<file path="src/rtl/aibnd_bsr_pkg.sv">
// Shared types and default sizing for the AIB boundary-scan register sequencer.
package aibnd_bsr_pkg;

  localparam int unsigned BSR_MAX_LEN = 48;
  localparam int unsigned BSR_CNT_W   = 6;

  typedef enum logic [2:0] {
    ST_IDLE    = 3'd0,
    ST_CAPTURE = 3'd1,
    ST_SHIFT   = 3'd2,
    ST_UPDATE  = 3'd3,
    ST_DONE    = 3'd4
  } bsr_state_e;

endpackage

</file>
<file path="src/rtl/aibnd_bsr_shreg.sv">
// Boundary-scan data register: parallel-load/serial-out TX side plus an
// indexed single-bit capture register for the returning RX chain.
module aibnd_bsr_shreg
  import aibnd_bsr_pkg::*;
#(
  parameter int unsigned MAX_LEN = BSR_MAX_LEN,
  parameter int unsigned CNT_W   = BSR_CNT_W
) (
  input  logic               clk_i,
  input  logic               rst_n_i,
  input  logic               load_i,
  input  logic [MAX_LEN-1:0] load_data_i,
  input  logic               shift_i,
  input  logic               cap_we_i,
  input  logic [CNT_W-1:0]   cap_idx_i,
  input  logic               cap_bit_i,
  output logic               sout_o,
  output logic [MAX_LEN-1:0] cap_o
);

  logic [MAX_LEN-1:0] tx_q, tx_d;
  logic [MAX_LEN-1:0] rx_q, rx_d;

  always_comb begin
    tx_d = tx_q;
    rx_d = rx_q;
    if (load_i) begin
      tx_d = load_data_i;
      rx_d = '0;
    end else begin
      if (shift_i) tx_d = {1'b0, tx_q[MAX_LEN-1:1]};
      if (cap_we_i) begin
        for (int unsigned i = 0; i < MAX_LEN; i++) begin
          if (cap_idx_i == CNT_W'(i)) rx_d[i] = cap_bit_i;
        end
      end
    end
  end

  always_ff @(posedge clk_i or negedge rst_n_i) begin
    if (!rst_n_i) begin
      tx_q <= '0;
      rx_q <= '0;
    end else begin
      tx_q <= tx_d;
      rx_q <= rx_d;
    end
  end

  assign sout_o = tx_q[0];
  assign cap_o  = rx_q;

endmodule

</file>
<file path="src/rtl/aibnd_bsr_scan_seq.sv">
// JTAG boundary-scan sequencer: CAPTURE / SHIFT / UPDATE over the AIB BSR
// chains, with abort, length clamping and registered control outputs.
module aibnd_bsr_scan_seq
  import aibnd_bsr_pkg::*;
#(
  parameter int unsigned MAX_LEN = BSR_MAX_LEN,
  parameter int unsigned CNT_W   = BSR_CNT_W
) (
  input  logic               jtag_clk,
  input  logic               jtag_rstb,
  input  logic               start,
  input  logic               cap_en,
  input  logic               upd_en,
  input  logic [CNT_W-1:0]   len,
  input  logic [MAX_LEN-1:0] tx_pattern,
  input  logic               abort,
  input  logic               jtag_rx_scan_out,
  output logic               jtag_clkdr_en,
  output logic               jtag_tx_scanen,
  output logic               jtag_rx_scanen,
  output logic               jtag_tx_scan_in,
  output logic               jtag_mode,
  output logic [MAX_LEN-1:0] rx_pattern,
  output logic               busy,
  output logic               done,
  output logic               err
);

  bsr_state_e       state_q, state_d;
  logic [CNT_W-1:0] cnt_q, cnt_d;
  logic [CNT_W-1:0] len_q, len_d;
  logic             upd_q, upd_d;
  logic             err_q, err_d;
  logic             ready_q;
  logic             clkdr_q, txen_q, rxen_q, mode_q, busy_q, done_q;
  logic             accept, len_bad, in_shift, sout;
  logic [CNT_W-1:0] len_clamp;

  // ready_q holds off acceptance for the first edge after reset release
  assign accept    = (state_q == ST_IDLE) && start && ready_q;
  assign len_bad   = (len > CNT_W'(MAX_LEN));
  assign len_clamp = len_bad ? CNT_W'(MAX_LEN) : len;
  assign in_shift  = (state_q == ST_SHIFT);

  always_comb begin
    state_d = state_q;
    cnt_d   = cnt_q;
    len_d   = len_q;
    upd_d   = upd_q;
    err_d   = err_q;
    unique case (state_q)
      ST_IDLE: begin
        if (accept) begin
          len_d = len_clamp;
          cnt_d = len_clamp;
          upd_d = upd_en;
          err_d = len_bad;
          if (len == '0)  state_d = ST_DONE;
          else if (cap_en) state_d = ST_CAPTURE;
          else             state_d = ST_SHIFT;
        end
      end
      ST_CAPTURE: state_d = abort ? ST_DONE : ST_SHIFT;
      ST_SHIFT: begin
        if (cnt_q != '0) cnt_d = cnt_q - CNT_W'(1);
        if (abort)                      state_d = ST_DONE;
        else if (cnt_q <= CNT_W'(1))    state_d = upd_q ? ST_UPDATE : ST_DONE;
      end
      ST_UPDATE: state_d = ST_DONE;
      ST_DONE:   state_d = ST_IDLE;
      default:   state_d = ST_IDLE;
    endcase
  end

  always_ff @(posedge jtag_clk or negedge jtag_rstb) begin
    if (!jtag_rstb) begin
      state_q <= ST_IDLE;
      cnt_q   <= '0;
      len_q   <= '0;
      upd_q   <= 1'b0;
      err_q   <= 1'b0;
      ready_q <= 1'b0;
      clkdr_q <= 1'b0;
      txen_q  <= 1'b0;
      rxen_q  <= 1'b0;
      mode_q  <= 1'b0;
      busy_q  <= 1'b0;
      done_q  <= 1'b0;
    end else begin
      state_q <= state_d;
      cnt_q   <= cnt_d;
      len_q   <= len_d;
      upd_q   <= upd_d;
      err_q   <= err_d;
      ready_q <= 1'b1;
      // Control outputs are registered from the next state so they align with it
      clkdr_q <= (state_d == ST_CAPTURE) || (state_d == ST_SHIFT);
      txen_q  <= (state_d == ST_SHIFT);
      rxen_q  <= (state_d == ST_SHIFT);
      mode_q  <= (state_d == ST_UPDATE);
      busy_q  <= (state_d == ST_CAPTURE) || (state_d == ST_SHIFT) || (state_d == ST_UPDATE);
      done_q  <= (state_d == ST_DONE);
    end
  end

  aibnd_bsr_shreg #(
    .MAX_LEN (MAX_LEN),
    .CNT_W   (CNT_W)
  ) u_shreg (
    .clk_i       (jtag_clk),
    .rst_n_i     (jtag_rstb),
    .load_i      (accept),
    .load_data_i (tx_pattern),
    .shift_i     (in_shift),
    .cap_we_i    (in_shift),
    .cap_idx_i   (len_q - cnt_q),
    .cap_bit_i   (jtag_rx_scan_out),
    .sout_o      (sout),
    .cap_o       (rx_pattern)
  );

  assign jtag_clkdr_en   = clkdr_q;
  assign jtag_tx_scanen  = txen_q;
  assign jtag_rx_scanen  = rxen_q;
  assign jtag_tx_scan_in = txen_q & sout;
  assign jtag_mode       = mode_q;
  assign busy            = busy_q;
  assign done            = done_q;
  assign err             = err_q;

endmodule

</file>
<file path="config.mk">
export PLATFORM = sky130hd
export DESIGN_NAME = aibnd_bsr_scan_seq
export DESIGN_NICKNAME = d
export VERILOG_FILES = /design/src/rtl/aibnd_bsr_pkg.sv /design/src/rtl/aibnd_bsr_shreg.sv /design/src/rtl/aibnd_bsr_scan_seq.sv
export SDC_FILE = /design/constraint.sdc
export NUM_CORES = 1
export LEC_CHECK = 0
export ABC_CLOCK_PERIOD_IN_PS = 2700
export BUFFER_PORTS_ARGS = -buffer_cell sky130_fd_sc_hd__clkbuf_2
export CORE_MARGIN = 8
export CORE_UTILIZATION = 30
export CTS_CLUSTER_DIAMETER = 50
export DETAILED_ROUTE_END_ITERATION = 6
export PLACE_DENSITY_LB_ADDON = 0.2
export SETUP_SLACK_MARGIN = 0.15
export SLEW_MARGIN = 20
export SYNTH_ARGS = -nofsm -noshare
export SYNTH_HDL_FRONTEND = slang
export SYNTH_SLANG_ARGS = --single-unit
</file>
<file path="constraint.sdc">
create_clock -name jtag_clk -period 2.7 [get_ports jtag_clk]
set_input_delay 0.135 -clock jtag_clk [delete_from_list [all_inputs] [get_ports jtag_clk]]
set_output_delay 0.135 -clock jtag_clk [all_outputs]
set_load 0.01 [all_outputs]
</file>
Yosys cells after proc, flatten, opt, wreduce, memory -nomap -nowiden
Cells that the tools add are included.
- add/subtract/negate cells: 2
- $lt $le $gt $ge: 2
- eq/ne operators: 56
- muxes and demuxes: 64
- bitwise gates (word level): 1
- reductions and logical operators: 108
- operator list (kind ; number):
    $mux W48 ; 4
    $reduce_bool A2 Y1 ; 50
    $reduce_and A2 Y1 ; 49
    $eq A6 B5 Y1 const B ; 16
    $eq A6 B6 Y1 const B ; 16
    $eq A6 B4 Y1 const B ; 8
    $mux W1 ; 48
    $eq A6 B3 Y1 const B ; 4
    $mux W3 ; 6
    $mux W6 ; 3
    $eq A3 B2 Y1 const B ; 4
    $eq A6 B2 Y1 const B ; 2
    $logic_not A6 Y1 ; 2
    $pmux W3 S4 ; 1
    $pmux W6 S2 ; 1
    $eq A3 B1 Y1 const B ; 2
    $eq A6 B1 Y1 const B ; 1
    $gt A6 B6 Y1 const B ; 1
    $le A6 B1 Y1 const B ; 1
    $reduce_bool A6 Y1 ; 1
    $sub A6 B1 Y6 const B ; 1
    $sub A6 B6 Y6 ; 1
    $eq A3 B3 Y1 const B ; 1
    $logic_not A3 Y1 ; 1
    7 further kinds ; 9
- register bits after elaboration: 119
- logic and storage cells: 293

Longest topological paths before layout
Gate-level depths: netlist (run 1).
- depth in word-level cells: 8
- gate-level depth with buffers: 12
- gate-level depth less buffers: 10

By module
A second synthesis (run 1) with hierarchy kept.
- cell total of the unflattened synthesis: 591
- area total of the unflattened synthesis: 6092.1 um^2
- by module, submodules not included (module ; instances ; cells each ; area each (um^2) ; sequential area each (um^2)):
    aibnd_bsr_shreg ; 1 ; 440 ; 4727.0 ; 2402.3
    aibnd_bsr_scan_seq ; 1 ; 151 ; 1365.1 ; 575.6

Least setup slack after synthesis (run 1)
No wires, ideal clock.
- path type: register to register
- start: reg cnt_q[3]
- end: reg u_shreg.rx_q[32] (netlist: u_shreg.cap_o[32])
- setup time: 0.140 ns
- arrival: 2.321 ns
- data required time: 2.560 ns
- slack: 0.238 ns
- stages on the path, launching flop included: 11
- path buffers: 2
- clock period less this slack: 2.462 ns
- cells stage by stage: dfrtp_1 -> inv_1 -> ha_1 -> and2_4 -> a221o_1 -> or3_4 -> a21o_1 -> buf_6 -> buf_6 -> o211ai_2 -> o31ai_2
- cells in the longest elaborated chain, start to end: 4
- ends and longest elaborated chain (what ; line ; RTL):
    from (decl) ; aibnd_bsr_scan_seq.sv:30 ; logic [CNT_W-1:0] cnt_q, cnt_d;
    from (signal assigned) ; aibnd_bsr_scan_seq.sv:91 ; cnt_q <= cnt_d;
    $sub A6 B6 Y6 ; aibnd_bsr_scan_seq.sv:116 ; .cap_idx_i (len_q - cnt_q),
    $eq A6 B6 Y1 ; aibnd_bsr_shreg.sv:34 ; if (cap_idx_i == CNT_W'(i)) rx_d[i] = cap_bit_i;
    $reduce_bool A2 Y1 (no line) ; -- ;
    $reduce_and A2 Y1 (no line) ; -- ;
    to (signal assigned) ; aibnd_bsr_shreg.sv:46 ; rx_q <= rx_d;
    to (decl) ; aibnd_bsr_shreg.sv:22 ; logic [MAX_LEN-1:0] rx_q, rx_d;
Every way passes these cells.
A chain may end at the register's enable or synchronous reset.

Worst setup path in the final report (run 1)
- start: reg len_q[0]
- end: reg u_shreg.rx_q[14] (netlist: u_shreg.cap_o[14])
- cells in the longest elaborated chain, start to end: 4
- ends and longest elaborated chain (what ; line ; RTL):
    from (decl) ; aibnd_bsr_scan_seq.sv:31 ; logic [CNT_W-1:0] len_q, len_d;
    from (signal assigned) ; aibnd_bsr_scan_seq.sv:92 ; len_q <= len_d;
    $sub A6 B6 Y6 ; aibnd_bsr_scan_seq.sv:116 ;
    $eq A6 B4 Y1 ; aibnd_bsr_shreg.sv:34 ;
    $reduce_bool A2 Y1 (no line) ; -- ;
    $reduce_and A2 Y1 (no line) ; -- ;
Every way passes these cells.

==> results of run 1 <==
[layout by cell type, fill, tap and decap left out, types with 2 or more instances in the layout]
master,netlist,final
sky130_fd_sc_hd__clkinv_4,0,3
sky130_fd_sc_hd__nand3b_1,2,2
sky130_fd_sc_hd__mux2i_1,9,9
sky130_fd_sc_hd__clkbuf_16,0,19
sky130_fd_sc_hd__nor2_1,9,8
sky130_fd_sc_hd__and3_1,2,2
sky130_fd_sc_hd__nand3_2,0,4
sky130_fd_sc_hd__xnor2_2,0,2
sky130_fd_sc_hd__a21o_1,2,2
sky130_fd_sc_hd__nor4_1,6,2
sky130_fd_sc_hd__a21oi_1,10,9
sky130_fd_sc_hd__o211ai_2,7,7
sky130_fd_sc_hd__o21ai_0,13,13
sky130_fd_sc_hd__o31ai_2,13,13
sky130_fd_sc_hd__buf_4,1,16
sky130_fd_sc_hd__nor2b_1,2,2
sky130_fd_sc_hd__inv_6,0,2
sky130_fd_sc_hd__or3_4,1,2
sky130_fd_sc_hd__bufinv_16,0,4
sky130_fd_sc_hd__ha_1,8,4
sky130_fd_sc_hd__a22oi_1,49,49
sky130_fd_sc_hd__nand2b_1,5,5
sky130_fd_sc_hd__inv_2,0,5
sky130_fd_sc_hd__o211ai_1,32,32
sky130_fd_sc_hd__nand2_1,128,127
sky130_fd_sc_hd__ha_4,0,3
sky130_fd_sc_hd__o31ai_1,26,26
sky130_fd_sc_hd__clkbuf_2,1,115
sky130_fd_sc_hd__inv_1,8,3
sky130_fd_sc_hd__nor3_1,7,7
sky130_fd_sc_hd__a31oi_1,2,2
sky130_fd_sc_hd__nand3_1,18,14
sky130_fd_sc_hd__nor4_2,1,4
sky130_fd_sc_hd__buf_12,0,5
sky130_fd_sc_hd__dfrtp_1,119,119
sky130_fd_sc_hd__dlygate4sd3_1,0,56
sky130_fd_sc_hd__clkinvlp_4,0,4
[final timing paths]
check | slack (ns) | startpoint | to | cells past startpoint
min reg2reg | 0.47 | u_shreg.tx_q[9] | u_shreg.tx_q[9] | 2
max reg2reg | 0.26 | len_q[0] | u_shreg.cap_o[14] | 12
max | 0.26 | len_q[0] | u_shreg.cap_o[14] | 12
max in group asynchronous | 1.60 | jtag_rstb | len_q[1] | 3
min | 0.01 | len[3] | len_q[3] | 3
min in group asynchronous | 0.30 | jtag_rstb | u_shreg.cap_o[22] | 2
[sequential cells by signal (all words and copies together) (netlist names)]
register        count
u_shreg.cap_o      48
jtag_mode           1
upd_q               1
state_q             3
cnt_q               6
done                1
len_q               6
busy                1
err                 1
ready_q             1
jtag_clkdr_en       1
jtag_rx_scanen      1
u_shreg.tx_q       48
[worst max-delay path, cell delays in order, from the launching register on]
cell and delay, ns:
sky130_fd_sc_hd__dfrtp_1 0.37, sky130_fd_sc_hd__inv_2 0.07, sky130_fd_sc_hd__ha_4 0.13, sky130_fd_sc_hd__inv_2 0.04, sky130_fd_sc_hd__fa_2 0.43, sky130_fd_sc_hd__a21o_1 0.22
sky130_fd_sc_hd__a21oi_2 0.17, sky130_fd_sc_hd__xnor2_2 0.11, sky130_fd_sc_hd__nand3b_1 0.18, sky130_fd_sc_hd__buf_6 0.18, sky130_fd_sc_hd__buf_12 0.14, sky130_fd_sc_hd__o211ai_1 0.16
sky130_fd_sc_hd__o31ai_1 0.10
[layer usage]
layer	vias up	global-route usage	part of all wire
met5	-	0	0
met1	2398	0.1721	0.46
met2	129	0.2195	0.47
li1	2364	-	-
met4	0	0.03817	0.0070
met3	10	0.04595	0.061
[area by class of cell]
| class | count | area share |
|---|---|---|
| repair buffers | 196 | 0.1806 |
| inverters | 8 | 0.003785 |
| clock inverters | 14 | 0.02508 |
| clock buffers | 18 | 0.05410 |
| flip-flops and latches | 119 | 0.3754 |
| multi-input cells | 383 | 0.3241 |
| well taps | 234 | 0.03691 |
[timing repair]
action / 4_1_cts / 5_1_grt
hold endpoints to repair: 102 / 0
resized for setup: 2 / 32
endpoints found under the setup margin: 6 / 46
hold buffers: 56 / 0
pin swaps: 1 / 11
setup buffers: 1 / 2
gates cloned: 0 / 2
[where the power goes]
part / switching [W] / internal [W] / total, W / leakage, nW
sequential: 0.000333 / 0.00231 / 0.00264 / 1.56
combinational: 0.00239 / 0.00173 / 0.00413 / 1.90
clock: 0.000854 / 0.00155 / 0.00240 / 0.293
[per-stage QoR]
step	hold slack, ns	instance area [µm²]	util	instances	power, W
final	0.009626	7933	0.4269	972	0.009173
after global placement	0.1969	6509	0.3503	879	0.005787
after global routing	0.05055	7933	0.4269	972	0.009772
after floorplan	-0.1606	5633	-	556	0.004885
after detailed placement	0.2114	6509	0.3503	879	0.005919
after CTS	0.002023	7715	0.4152	968	0.008486
[cell families (layout without fill, tap and decap cells)]
family,after synthesis,in the layout,synth area share
AO/OA/AOI/OAI,164,164,0.2272
multiplexers,9,9,0.01599
XOR/XNOR,4,4,0.006221
other,1,1,0.0006657
buffers and inverters,54,236,0.04354
adder cells (fa/ha/maj),9,9,0.02132
AND/OR/NAND/NOR,196,196,0.1564
flip-flops,119,119,0.5287
==> metrics.txt, run 1 <==
routed wire length=15930 µm; maximum number of pins on one net before global-route repair=51; area of the core=18580 µm²; average wire per standard cell=16.39 µm; number of rows created at floorplan=50; count of buffers from port buffering=116; register clock-pin slew on the reported worst setup and hold paths=0.06 ns; top flip-flop cell by instance count after synthesis=sky130_fd_sc_hd__dfrtp_1; Post-Synthesis Net Count=626; DRC viols=0; area of the multi-input gates=2571 µm²; synthesized flop and latch total=119; clock tree from TritonCTS=done; CTS H-tree lvls=4; number of fill cells in the layout=1752; setup violators final=0; area of the mapped netlist=5633 µm²; result of the run=complete, no violations; top-count cell post-synth=sky130_fd_sc_hd__nand2_1; max-cap viol count=0; launching element type of the critical path=register; clock latency on the worst-skew pair=0.42 ns; number of instances in the synthesized netlist=556; sequential-to-total area share from yosys stat=0.5287; dpl hpwl=10730 µm; Vias/cell=5.042; Iter 0 DRT Violations=273; share of cells above drive strength 1=0.3076; Clock Skews=0.007867 ns; slew margin rel.=0.5643; post-synthesis average cell area=10.13 µm²; final hold violations=0; # IOs=117; Syn-to-layout area delta=40.83%; pwr dens=1156 nW/µm²; CTS root buf=sky130_fd_sc_hd__clkbuf_16; overall die width=153.0 µm; total gr overflow=0; routability-driven placement congestion ratio=0.7844; RSZ-0062 raised after global routing=true; number of synthesis warnings=0; arrival time at the worst endpoint=2.72 ns; leading area contributor after synthesis=sky130_fd_sc_hd__dfrtp_1; buffer levels on the longest clock path=2; P_leak=3.748 nW; number of buffers created by CTS=17; required time of the worst setup path=2.98 ns; min cycle time layout=2.438 ns; number of nets in the layout=795; overall track demand over capacity in global routing=0.1367; number of synthesized flops with an enable pin=0; Worst Path Max Fanout=8; worst-case setup margin in the final layout=0.2620 ns; vias in the first global route=5131; leading post-synthesis cells by instance count=sky130_fd_sc_hd__nand2_1, sky130_fd_sc_hd__dfrtp_1, sky130_fd_sc_hd__a22oi_1; die area=23420 µm²; proportion of synthesized flip-flops having asynchronous set or reset=1.000; worst setup slack before clock tree synthesis=0.03996 ns; part of the cycle the worst path needs=0.9029; number of nets with antenna violations after detailed routing=0; class of the most critical setup path=register to register; total negative slack for setup checks=0 ns; unique cell type count in the Yosys netlist=56; number of antenna cells inserted=0; TritonCTS Sinks=119; crit end category=register; Detailed Routing Iterations Pass 1=5; Synth area leaders=sky130_fd_sc_hd__dfrtp_1, sky130_fd_sc_hd__nand2_1, sky130_fd_sc_hd__a22oi_1; initial antenna violation count=0; IR drop worst, VDD=857.0 µV; Worst-Margin Slew=0.6535 ns; class of the most critical hold timing path=primary input to register; max-slew violation total from the final report=0; effective utilization at floorplan=0.3032; height of the die=153.0 µm; via total after detailed routing=4901; portion of synthesized cell area occupied by the leading cell type=0.5287; total area of sequential cells=2978 µm²; wire length of the first global-routing pass=26320 µm; Fmax=0.4102 GHz
No activity file was read; power rests on OpenSTA's default activity.
==> inputs of run 2 (changes only) <==
--- a/config.mk
+++ b/config.mk
@@ -9,6 +9,7 @@
 export BUFFER_PORTS_ARGS = -buffer_cell sky130_fd_sc_hd__clkbuf_2
 export CORE_MARGIN = 8
 export CORE_UTILIZATION = 30
+export CTS_BUF_LIST = sky130_fd_sc_hd__clkbuf_8
 export CTS_CLUSTER_DIAMETER = 50
 export DETAILED_ROUTE_END_ITERATION = 6
 export PLACE_DENSITY_LB_ADDON = 0.2
==> metrics.txt, run 2 (synthesized netlist as in run 1, its figures left out) <==
top library cells by usage in the layout, fill and taps aside=sky130_fd_sc_hd__nand2_1, sky130_fd_sc_hd__dfrtp_1, sky130_fd_sc_hd__clkbuf_2, sky130_fd_sc_hd__dlygate4sd3_1, sky130_fd_sc_hd__a22oi_1; depth of the most critical reg-to-reg path=9; routed wire length=15670 µm; count of buffers from port buffering=116; crit end category=register; relative contribution of combinational cells to total power=0.457; IR drop worst, VDD=684.1 µV; number of buffers created by CTS=17; DRC viols=0; CTS H-tree lvls=4; worst setup slack before clock tree synthesis=0.03996 ns; area of the core=18580 µm²; Syn-to-layout area delta=36.61%; topmost layer with routed signal wires=met4; total negative slack for setup checks=0 ns; Clock Skews=0.01044 ns; class of the most critical hold timing path=primary input to register; vias in the first global route=5102; # IOs=117; required time of the worst setup path=3.06 ns; M1 WL=7228 µm; Vias/cell=5.007; height of the die=153.0 µm; proportion of power drawn by the clock network=0.220; maximum number of pins on one net before global-route repair=51; number of rows created at floorplan=50; leading cell type in the layout, fill and taps excluded=sky130_fd_sc_hd__nand2_1; Switch Pwr=0.003370 W; Worst Path Max Fanout=29; slew margin rel.=0.5661; worst reg2reg path endpoint=u_shreg.cap_o[41]; initial antenna violation count=0; number of nets in the layout=797; final hold violations=0; RSZ-0062 raised after global routing=true; CTS root buf=sky130_fd_sc_hd__clkbuf_8; max-slew violation total from the final report=0; detailed route wirelength on metal2=7461 µm; overall track demand over capacity in global routing=0.1351; clock latency on the worst-skew pair=0.44 ns; design internal power=0.004745 W; number of antenna cells inserted=0; number of nets with antenna violations after detailed routing=0; register clock-pin slew on the reported worst setup and hold paths=0.08 ns; Iter 0 DRT Violations=286; setup slack on the worst flop-to-flop path=0.20 ns; pwr dens=1055 nW/µm²; class of the most critical setup path=register to register; total gr overflow=0; die area=23420 µm²; dpl hpwl=10730 µm; clock tree from TritonCTS=done; overall die width=153.0 µm; hold worst-path end=u_shreg.cap_o[25]; launching element type of the critical path=register; effective utilization at floorplan=0.3032; via total after detailed routing=4877; worst-case setup margin in the final layout=0.1959 ns; Hold Worst Slack=0.2479 ns; Worst-Margin Slew=0.6509 ns; P_leak=3.643 nW; buffer levels on the longest clock path=2; TritonCTS Sinks=119; wire length of the first global-routing pass=26080 µm; arrival time at the worst endpoint=2.86 ns; min cycle time layout=2.504 ns; average wire per standard cell=16.09 µm; worst hold start=jtag_rx_scan_out; net switching fraction of the power=0.4153; part of the cycle the worst path needs=0.9275; share of cells above drive strength 1=0.3014; Detailed Routing Iterations Pass 1=4; worst reg2reg startpoint=cnt_q[4]; setup violators final=0; routability-driven placement congestion ratio=0.7844; result of the run=complete, no violations; WHS Path Cells=4; routed length on met3=946 µm; max-cap viol count=0; Sequential Power Share=0.324; Fmax=0.3993 GHz
## run 2: changes by cell type in the layout (fill, tap and decap cells not counted), sizes merged
cell	previous run	this run
clkbuf	135	132
buf	23	25
inv	10	11
dlygate4sd3	56	58
## run 2: what timing repair did
item | 4_1_cts | 5_1_grt
endpoints found under the hold margin | 105 | 0
endpoints found under the setup margin | 6 | 46
pin swaps | 1 | 5
gates resized for setup | 2 | 22
hold buffers | 58 | 0
setup buffers | 1 | 4
## run 2: how the worst max path moves through the flow
| stage | start | to | slack [ns] | cells after the start |
|---|---|---|---|---|
| 2_1_floorplan | cnt_q[3] | u_shreg.cap_o[32] | 0.24 | 10 |
| 3_3_place_gp | len_q[0] | u_shreg.cap_o[25] | 0.15 | 10 |
| 3_5_place_dp | len_q[0] | u_shreg.cap_o[13] | 0.04 | 9 |
| 4_1_cts | len_q[0] | u_shreg.cap_o[25] | 0.17 | 8 |
| 5_1_grt | len_q[0] | u_shreg.cap_o[25] | 0.06 | 9 |
| 6_report | cnt_q[4] | u_shreg.cap_o[41] | 0.20 | 9 |
## run 2: final cells by class
cell class,instances,area [µm²]
clock buffers,17,234.0
clock inverters,15,202.7
fillers,1780,10890
inverters,8,30.03
multi-input cells,383,2556
flip-flops and latches,119,2978
well taps,234,292.8
repair buffers,198,1401
## run 2: per-stage QoR
stage	cells	total power, W	utilization	instance area, µm²
floorplan	556	0.004885	-	5633
global placement	879	0.005787	0.3503	6509
detailed placement	879	0.005919	0.3503	6509
CTS	970	0.007852	0.4060	7543
global route	974	0.008717	0.4141	7695
finish	974	0.008116	0.4141	7695
## run 2: metal layers
metal  GRT usage  vias up
li1            -     2368
met1      0.1725     2380
met2      0.2146      127
met3     0.04511        2
met4     0.03676        0
met5           0        -
## run 2: power groups by stage
stage	registers (W)	clock network (W)	logic, W
after global placement	0.00263	0	0.00316
after global routing	0.00269	0.00192	0.00411
after floorplan	0.00262	0	0.00227
after CTS	0.00262	0.00183	0.00340
final	0.00263	0.00178	0.00371
after detailed placement	0.00264	0	0.00327
## run 2: worst max-delay path, stage by stage, from the launching register on
cell and delay (ns):
sky130_fd_sc_hd__dfrtp_1 0.38, sky130_fd_sc_hd__inv_1 0.13, sky130_fd_sc_hd__ha_4 0.23, sky130_fd_sc_hd__and2_4 0.16
sky130_fd_sc_hd__a221o_1 0.34, sky130_fd_sc_hd__or3_4 0.39, sky130_fd_sc_hd__a21o_1 0.21, sky130_fd_sc_hd__buf_12 0.18
sky130_fd_sc_hd__nor4_2 0.17, sky130_fd_sc_hd__mux2i_1 0.22
